$ cat src/rtl/pulse_counter_pkg.sv
// Shared constants for the pulse counter: BCD width, default sizing and the
// active-low 7-segment decode used by the display scan.
package pulse_counter_pkg;

    localparam int unsigned BCD_W            = 4;
    localparam int unsigned SEG_W            = 7;
    localparam int unsigned DIGITS_DEFAULT   = 4;
    localparam int unsigned SCAN_DIV_DEFAULT = 50000;

    // Segment order {g,f,e,d,c,b,a}, 0 = lit
    localparam logic [SEG_W-1:0] SEG_0   = 7'b1000000;
    localparam logic [SEG_W-1:0] SEG_1   = 7'b1111001;
    localparam logic [SEG_W-1:0] SEG_2   = 7'b0100100;
    localparam logic [SEG_W-1:0] SEG_3   = 7'b0110000;
    localparam logic [SEG_W-1:0] SEG_4   = 7'b0011001;
    localparam logic [SEG_W-1:0] SEG_5   = 7'b0010010;
    localparam logic [SEG_W-1:0] SEG_6   = 7'b0000010;
    localparam logic [SEG_W-1:0] SEG_7   = 7'b1111000;
    localparam logic [SEG_W-1:0] SEG_8   = 7'b0000000;
    localparam logic [SEG_W-1:0] SEG_9   = 7'b0010000;
    localparam logic [SEG_W-1:0] SEG_OFF = 7'b1111111;

    function automatic logic [SEG_W-1:0] bcd_to_seg(input logic [BCD_W-1:0] d);
        logic [SEG_W-1:0] s;
        unique case (d)
            4'd0:    s = SEG_0;
            4'd1:    s = SEG_1;
            4'd2:    s = SEG_2;
            4'd3:    s = SEG_3;
            4'd4:    s = SEG_4;
            4'd5:    s = SEG_5;
            4'd6:    s = SEG_6;
            4'd7:    s = SEG_7;
            4'd8:    s = SEG_8;
            4'd9:    s = SEG_9;
            default: s = SEG_OFF;
        endcase
        return s;
    endfunction

    function automatic logic [BCD_W-1:0] bcd_inc(input logic [BCD_W-1:0] d);
        return (d == 4'd9) ? 4'd0 : d + 4'd1;
    endfunction

endpackage

$ cat src/rtl/bcd_digit.sv
// One BCD decade: increments on cin, wraps 9 -> 0 and propagates carry
// combinationally so all decades update on the same edge.
module bcd_digit
    import pulse_counter_pkg::*;
(
    input  logic             CLK,
    input  logic             Reset,
    input  logic             clr,
    input  logic             cin,
    output logic [BCD_W-1:0] q,
    output logic             cout
);

    logic [BCD_W-1:0] q_q, q_d;

    always_comb begin
        q_d = q_q;
        if (clr) begin
            q_d = '0;
        end else if (cin) begin
            q_d = bcd_inc(q_q);
        end
    end

    always_ff @(posedge CLK or negedge Reset) begin
        if (!Reset) begin
            q_q <= '0;
        end else begin
            q_q <= q_d;
        end
    end

    assign q    = q_q;
    assign cout = cin & (q_q == 4'd9);

endmodule

$ cat src/rtl/pulse_bcd_counter.sv
// BCD pulse counter: rising-edge detect on CLK_cont, DIGITS-decade count with sticky
// overflow, holdable output latch and a multiplexed active-low 7-segment scan.
module pulse_bcd_counter
    import pulse_counter_pkg::*;
#(
    parameter int unsigned DIGITS   = DIGITS_DEFAULT,
    parameter int unsigned SCAN_DIV = SCAN_DIV_DEFAULT
) (
    input  logic                    CLK,
    input  logic                    Reset,
    input  logic                    CLK_cont,
    input  logic                    Clear,
    input  logic                    Hold,
    output logic [BCD_W*DIGITS-1:0] Count_BCD,
    output logic                    Overflow,
    output logic [SEG_W-1:0]        Seg,
    output logic [DIGITS-1:0]       An
);

    localparam int unsigned IdxW   = (DIGITS > 1) ? $clog2(DIGITS) : 1;
    localparam int unsigned PrescW = $clog2(SCAN_DIV);

    logic                    cont_q;
    logic                    inc;
    logic [DIGITS:0]         carry;
    logic [BCD_W*DIGITS-1:0] cnt, cnt_next;
    logic [BCD_W*DIGITS-1:0] disp_q, disp_d;
    logic                    ovf_q, ovf_d;
    logic [PrescW-1:0]       presc_q, presc_d;
    logic [IdxW-1:0]         idx_q, idx_d;
    logic [DIGITS-1:0]       an_q, an_d;
    logic [SEG_W-1:0]        seg_q, seg_d;
    logic [BCD_W-1:0]        digit_sel;

    assign inc      = CLK_cont & ~cont_q;
    assign carry[0] = inc;

    for (genvar g = 0; g < DIGITS; g++) begin : g_digit
        bcd_digit u_digit (
            .CLK   (CLK),
            .Reset (Reset),
            .clr   (Clear),
            .cin   (carry[g]),
            .q     (cnt[g*BCD_W +: BCD_W]),
            .cout  (carry[g+1])
        );
    end

    // Value the decades will hold after this edge; feeds the output latch with no lag.
    always_comb begin
        cnt_next = '0;
        for (int i = 0; i < DIGITS; i++) begin
            if (Clear) begin
                cnt_next[i*BCD_W +: BCD_W] = '0;
            end else if (carry[i]) begin
                cnt_next[i*BCD_W +: BCD_W] = bcd_inc(cnt[i*BCD_W +: BCD_W]);
            end else begin
                cnt_next[i*BCD_W +: BCD_W] = cnt[i*BCD_W +: BCD_W];
            end
        end
    end

    always_comb begin
        disp_d    = Hold ? disp_q : cnt_next;
        ovf_d     = Clear ? 1'b0 : (ovf_q | carry[DIGITS]);
        presc_d   = presc_q + 1'b1;
        idx_d     = idx_q;
        if (presc_q == PrescW'(SCAN_DIV - 1)) begin
            presc_d = '0;
            idx_d   = (idx_q == IdxW'(DIGITS - 1)) ? '0 : idx_q + 1'b1;
        end
        digit_sel = '0;
        an_d      = '1;
        for (int i = 0; i < DIGITS; i++) begin
            if (idx_d == IdxW'(i)) begin
                digit_sel = disp_q[i*BCD_W +: BCD_W];
                an_d[i]   = 1'b0;
            end
        end
        seg_d     = bcd_to_seg(digit_sel);
    end

    always_ff @(posedge CLK or negedge Reset) begin
        if (!Reset) begin
            cont_q  <= 1'b0;
            disp_q  <= '0;
            ovf_q   <= 1'b0;
            presc_q <= '0;
            idx_q   <= '0;
            an_q    <= ~DIGITS'(1);
            seg_q   <= SEG_0;
        end else begin
            cont_q  <= CLK_cont;
            disp_q  <= disp_d;
            ovf_q   <= ovf_d;
            presc_q <= presc_d;
            idx_q   <= idx_d;
            an_q    <= an_d;
            seg_q   <= seg_d;
        end
    end

    assign Count_BCD = disp_q;
    assign Overflow  = ovf_q;
    assign Seg       = seg_q;
    assign An        = an_q;

endmodule

$ cat config.mk
export PLATFORM = sky130hd
export DESIGN_NAME = pulse_bcd_counter
export DESIGN_NICKNAME = d
export VERILOG_FILES = /design/src/rtl/pulse_counter_pkg.sv /design/src/rtl/bcd_digit.sv /design/src/rtl/pulse_bcd_counter.sv
export SDC_FILE = /design/constraint.sdc
export NUM_CORES = 1
export LEC_CHECK = 0
export CORE_MARGIN = 5
export CORE_UTILIZATION = 35
export DETAILED_ROUTE_END_ITERATION = 8
export DONT_BUFFER_PORTS = 1
export GPL_TIMING_DRIVEN = 0
export PLACE_DENSITY_LB_ADDON = 0.3
export SETUP_SLACK_MARGIN = 0.1
export SLEW_MARGIN = 10
export SYNTH_ARGS = -nofsm -noshare
export SYNTH_HDL_FRONTEND = slang
export SYNTH_HIERARCHICAL = 1
export SYNTH_SLANG_ARGS = --single-unit
$ cat constraint.sdc
create_clock -name CLK -period 4.8 [get_ports CLK]
set_clock_uncertainty 0.15 [all_clocks]
set_input_delay 0.72 -clock CLK [delete_from_list [all_inputs] [get_ports CLK]]
set_output_delay 0.72 -clock CLK [all_outputs]
set_load 0.02 [all_outputs]
## After elaboration in Yosys (flattened, before gate mapping)

Memories as Yosys holds them, arrays and structs flattened. A register that Yosys moved wholly into a read port is not among the register bits.
Index checks and enable logic that the tools add are counted.

- Add/subtract/negate cells: 6
- Reductions and logical operators: 2
- Bitwise logic cells: 7
- Muxes and demuxes: 24
- Equal/unequal tests: 9

Operators by type and width:

| cell | number |
|---|---|
| two-way mux 4 bit | 16 |
| adder 16 x 1 -> 16 bit (second input constant) | 1 |
| adder 4 x 1 -> 4 bit (second input constant) | 4 |
| equality test 16 bit (second input constant) | 1 |
| equality test 4 bit (second input constant) | 4 |
| two-way mux 16 bit | 1 |
| equality test 2 bit (second input constant) | 3 |
| AND 1 bit | 5 |
| two-way mux 1 bit | 5 |
| two-way mux 2 bit | 2 |
| adder 2 x 1 -> 2 bit (second input constant) | 1 |
| equality test 2 x 1 -> 1 bit (second input constant) | 1 |
| logical NOT 2 bit | 1 |
| logical NOT 1 bit | 1 |
| inverter 1 bit | 1 |
| OR 1 bit | 1 |

- Input bits: 5
- ROM bits: 112
- Output and inout port bits: 28
- Flip-flop bits (word level): 56
- Memories: 1
- Logic and storage cells: 59

Memory list:

| name | depth | width | read ports | clocked after Yosys merged registers in | write ports | line | source |
|---|---|---|---|---|---|---|---|
| (name not given) | 16 | 7 | 1 | 1 | 0 | pulse_counter_pkg.sv:25 | `unique case (d)` |

## Depth between registers and ports, before layout

- Word-level depth: 8
- Gate-level depth with buffers: 13

## Modules after synthesis

Netlist, hierarchy kept.

By module, submodules not included:

| module | area each (sq um) | seq. area each (sq um) | cells an instance | times used |
|---|---|---|---|---|
| pulse_bcd_counter | 2328.5 | 1181.1 | 238 | 1 |
| bcd_digit | 241.5 | 100.1 | 26 | 4 |

## Worst setup path before layout

No wires, ideal clock.

- Path kind: input to register
- Start point: in CLK_cont
- End point: reg disp_q[15], in the netlist Count_BCD[15]
- Stages: 11
- Required time: 4.516 ns
- Arrival: 3.130 ns
- Setup slack: 1.387 ns
- Cells stage by stage: nor2b_1 -> inv_1 -> nor2_1 -> inv_1 -> nor2_1 -> inv_1 -> nor2_1 -> nand2_1 -> o21a_1 -> a21oi_1 -> o21ai_0

- Word-level cells in the longest chain between the ends: 6

Ends and longest elaborated chain:

| item | line | source |
|---|---|---|
| from (decl) | pulse_bcd_counter.sv:11 | `input logic CLK_cont,` |
| AND 1 bit | pulse_bcd_counter.sv:35 | `assign inc = CLK_cont & ~cont_q;` |
| AND 1 bit | bcd_digit.sv:34 | `assign cout = cin & (q_q == 4'd9);` |
| net carry[1] | pulse_bcd_counter.sv:25 | `logic [DIGITS:0] carry;` |
| AND 1 bit | bcd_digit.sv:34 |  |
| net carry[2] | pulse_bcd_counter.sv:25 |  |
| AND 1 bit | bcd_digit.sv:34 |  |
| net carry[3] | pulse_bcd_counter.sv:25 |  |
| two-way mux 4 bit | pulse_bcd_counter.sv:55 | `end else if (carry[i]) begin` |
| two-way mux 4 bit | pulse_bcd_counter.sv:53 | `if (Clear) begin` |
| to (signal assigned) | pulse_bcd_counter.sv:94 | `disp_q <= disp_d;` |
| to (decl) | pulse_bcd_counter.sv:27 | `logic [BCD_W*DIGITS-1:0] disp_q, disp_d;` |

The timed path passes the listed nets, and every way through them passes these cells.
A chain may end at the register's enable or synchronous reset.

## Worst setup path after layout

Same ends and word-level chain as after synthesis.

==> results.tsv <==
metric	value	unit
run_status	finished clean	
reg2regPathDepth	11	
slew_headroom	56.5	%
final-setup-viol-count	0	
die-width	107	um
cts_sinks	63	
root_buffer	clkbuf_8	
coreArea	9200	um2
slew_viol_final	0	
worst_slack	0.946	ns
synth_area_leaders	dfrtp_1 45%, nand2_1 6.6%, ha_1 4.2%	
yosys.area.top_type_share	44.8	%
grt_pass1_vias	2344	
h-tree-depth	3	
pre_cts_ws	0.600	ns
reg2reg_slack	0.97	ns
yosysTopAreaCell	dfrtp_1	
ant_nets	0	
seq_area_frac_synth	48.0	%
yosysMostFrequentCell	dfrtp_1	
yosys_warnings	6	
drc	0	
wl_per_cell	14.9	um
grt_pass1_wl	11600	um
dp_hpwl	4820	um
viasPerCell	5.14	
crit_required	4.85	ns
period_minus_slack	3.85	ns
synth.ff_latch_count	63	
drt_first_iter_violations	79	
finalPower	1.05	mW
grt_usage	12.9	%
cp_slowest_stage_delay	0.55	ns
arrival	3.91	ns
area_growth	11.1	%
hold_path.class	primary input to asynchronous set/reset pin	
initial_core_util	35.8	%
crit_type	primary input to register	
ir_drop	0.180	mV
async_reset_ff_share	100	%
rsz0062_at_grt	no	
synth-edff-count	0	
hold_violations	0	
via_count	2418	
max_freq	0.260	GHz
diodes	0	
postCtsSetupBuffers	0	
clock_path_buffers	2	
path_clk_slew	0.07	ns
r2r_start	cont_q	
synth_common_cells	59 x dfrtp_1, 58 x nand2_1, 27 x o21ai_0	
fillers	910	
worstSkewPairLatency	0.34	ns
syn_nets	358	
gp_congestion	0.808	
crit_fanout	9	
maxCapViolCount	0	
chipHeight	107	um
grt_max_degree	60	
drive_gt1_share	13.4	%
power_density	287	nW/um2
netlist_area	3290	um2
tightestPinTransition	0.649	ns
row_count	35	
syn_area_per_cell	9.63	um2
yosys_most_used_dff	dfrtp_1	
nets	370	
fin_crit_sh	80.3	%
worst_setup_path_start_kind	primary input	
die_area	11500	um2
crit_path_top_delay_cell	nor2_1	
overflow	0	
synthCells	342	
numCtsBuffers	9	
setup_tns	0	ns
worstPathCellList	nor2b_1, inv_1, nor2_1, inv_1, nor2_1, inv_1, nor2_1, nand2_1, o21a_1, a21oi_1, o21ai_0	
cts_tree	yes	
top_level_ports	33	
crit_path_end_kind	register	
dr.pass1.iters	4	
power_leakage	1.52	nW
wirelength	6980	um
ys_types	41	
antenna_found_initial	0	
port_buffers	0	
worst_r2r_endpoint	Count_BCD[15]	
==> critical path: cells and delay by family <==
| kind | cells | cell delay, ns |
|---|---|---|
| AO/OA/AOI/OAI | 3 | 0.41 |
| AND/OR/NAND/NOR | 5 | 2.28 |
| buffers and inverters | 3 | 0.48 |
==> worst max-delay path by stage <==
stage / startpoint / end / slack, ns / depth (start not counted)
5_1_grt: cont_q / Count_BCD[13] / 0.45 / 11
6_report: CLK_cont / Count_BCD[15] / 0.95 / 11
3_5_place_dp: CLK_cont / Count_BCD[15] / 0.60 / 11
3_3_place_gp: CLK_cont / Count_BCD[15] / 0.67 / 11
2_1_floorplan: CLK_cont / Count_BCD[15] / 1.39 / 11
4_1_cts: CLK_cont / Count_BCD[15] / 0.97 / 11
==> layout make-up <==
type	instances	area [um2]	area share, %
inverters	14	52.6	1.44
repair buffers	1	27.5	0.752
plain buffers	8	56.3	1.54
flip-flops and latches	63	1580	43.2
multi-input cells	257	1600	43.8
clock inverters	4	45.0	1.23
well taps	111	139	3.79
clock buffers	12	155	4.24
==> registers in the layout, indices dropped and copies added, names as in the netlist <==
| signal | count |
|---|---|
| idx_q | 2 |
| g_digit.u_digit/q | 16 |
| Overflow | 1 |
| An | 4 |
| Seg | 7 |
| presc_q | 16 |
| Count_BCD | 16 |
| cont_q | 1 |
==> kinds of logic after synthesis <==
family,Yosys count,synth area share (%)
muxes,7,2.24
buffers and inverters,22,3.30
AOI/OAI and AO/OA,80,15.5
adders and majority gates,11,4.18
xor gates and xnor gates,20,5.32
and+or+nand+nor,139,21.5
DFF,63,48.0
==> where the power goes <==
group | internal [mW] | leakage [nW] | switching (mW) | total, mW
sequential | 0.537 | 0.846 | 0.0121 | 0.550
combinational | 0.0108 | 0.566 | 0.0221 | 0.0330
clock | 0.266 | 0.106 | 0.203 | 0.469
==> metal layers <==
metal	share of wire (%)	vias up	track usage, %
met5	0	-	0
met4	1.0	0	3.56
met3	7.3	8	6.50
met2	49	42	21.4
met1	43	1154	14.7
li1	-	1214	-
==> repair_timing <==
item | CTS | global route
hold buffers | 1 | 0
resized for setup | 0 | 0
hold endpoints to repair | 59 | 0
==> per-stage QoR <==
stage | hold slack, ns | util (%) | std cells | cell area (um2)
3_5_place_dp | 0.277 | 37.3 | 453 | 3430
5_1_grt | 0.0326 | 39.8 | 470 | 3660
4_1_cts | 0.0479 | 39.8 | 470 | 3660
2_1_floorplan | 0.274 | - | 342 | 3290
3_3_place_gp | 0.277 | 37.3 | 453 | 3430
6_report | 0.0680 | 39.8 | 470 | 3660
==> placed cells by master, fill, tap and decap left out, drive strengths merged, types with 2 or more instances in the layout <==
cell,n
a211o,4
a21boi,4
a21o,2
a21oi,30
a32o,3
a32oi,4
and3,2
and4b,5
buf,5
clkbuf,16
clkinv,3
dfrtp,59
dfstp,4
ha,11
inv,14
mux2i,7
nand2,63
nand3,9
nand3b,12
nor2,22
nor2b,9
nor3,6
nor4,2
o21a,5
o21ai,28
or3,3
xnor2,11
xor2,9
Note: power is estimated with default switching activity, not from simulation.
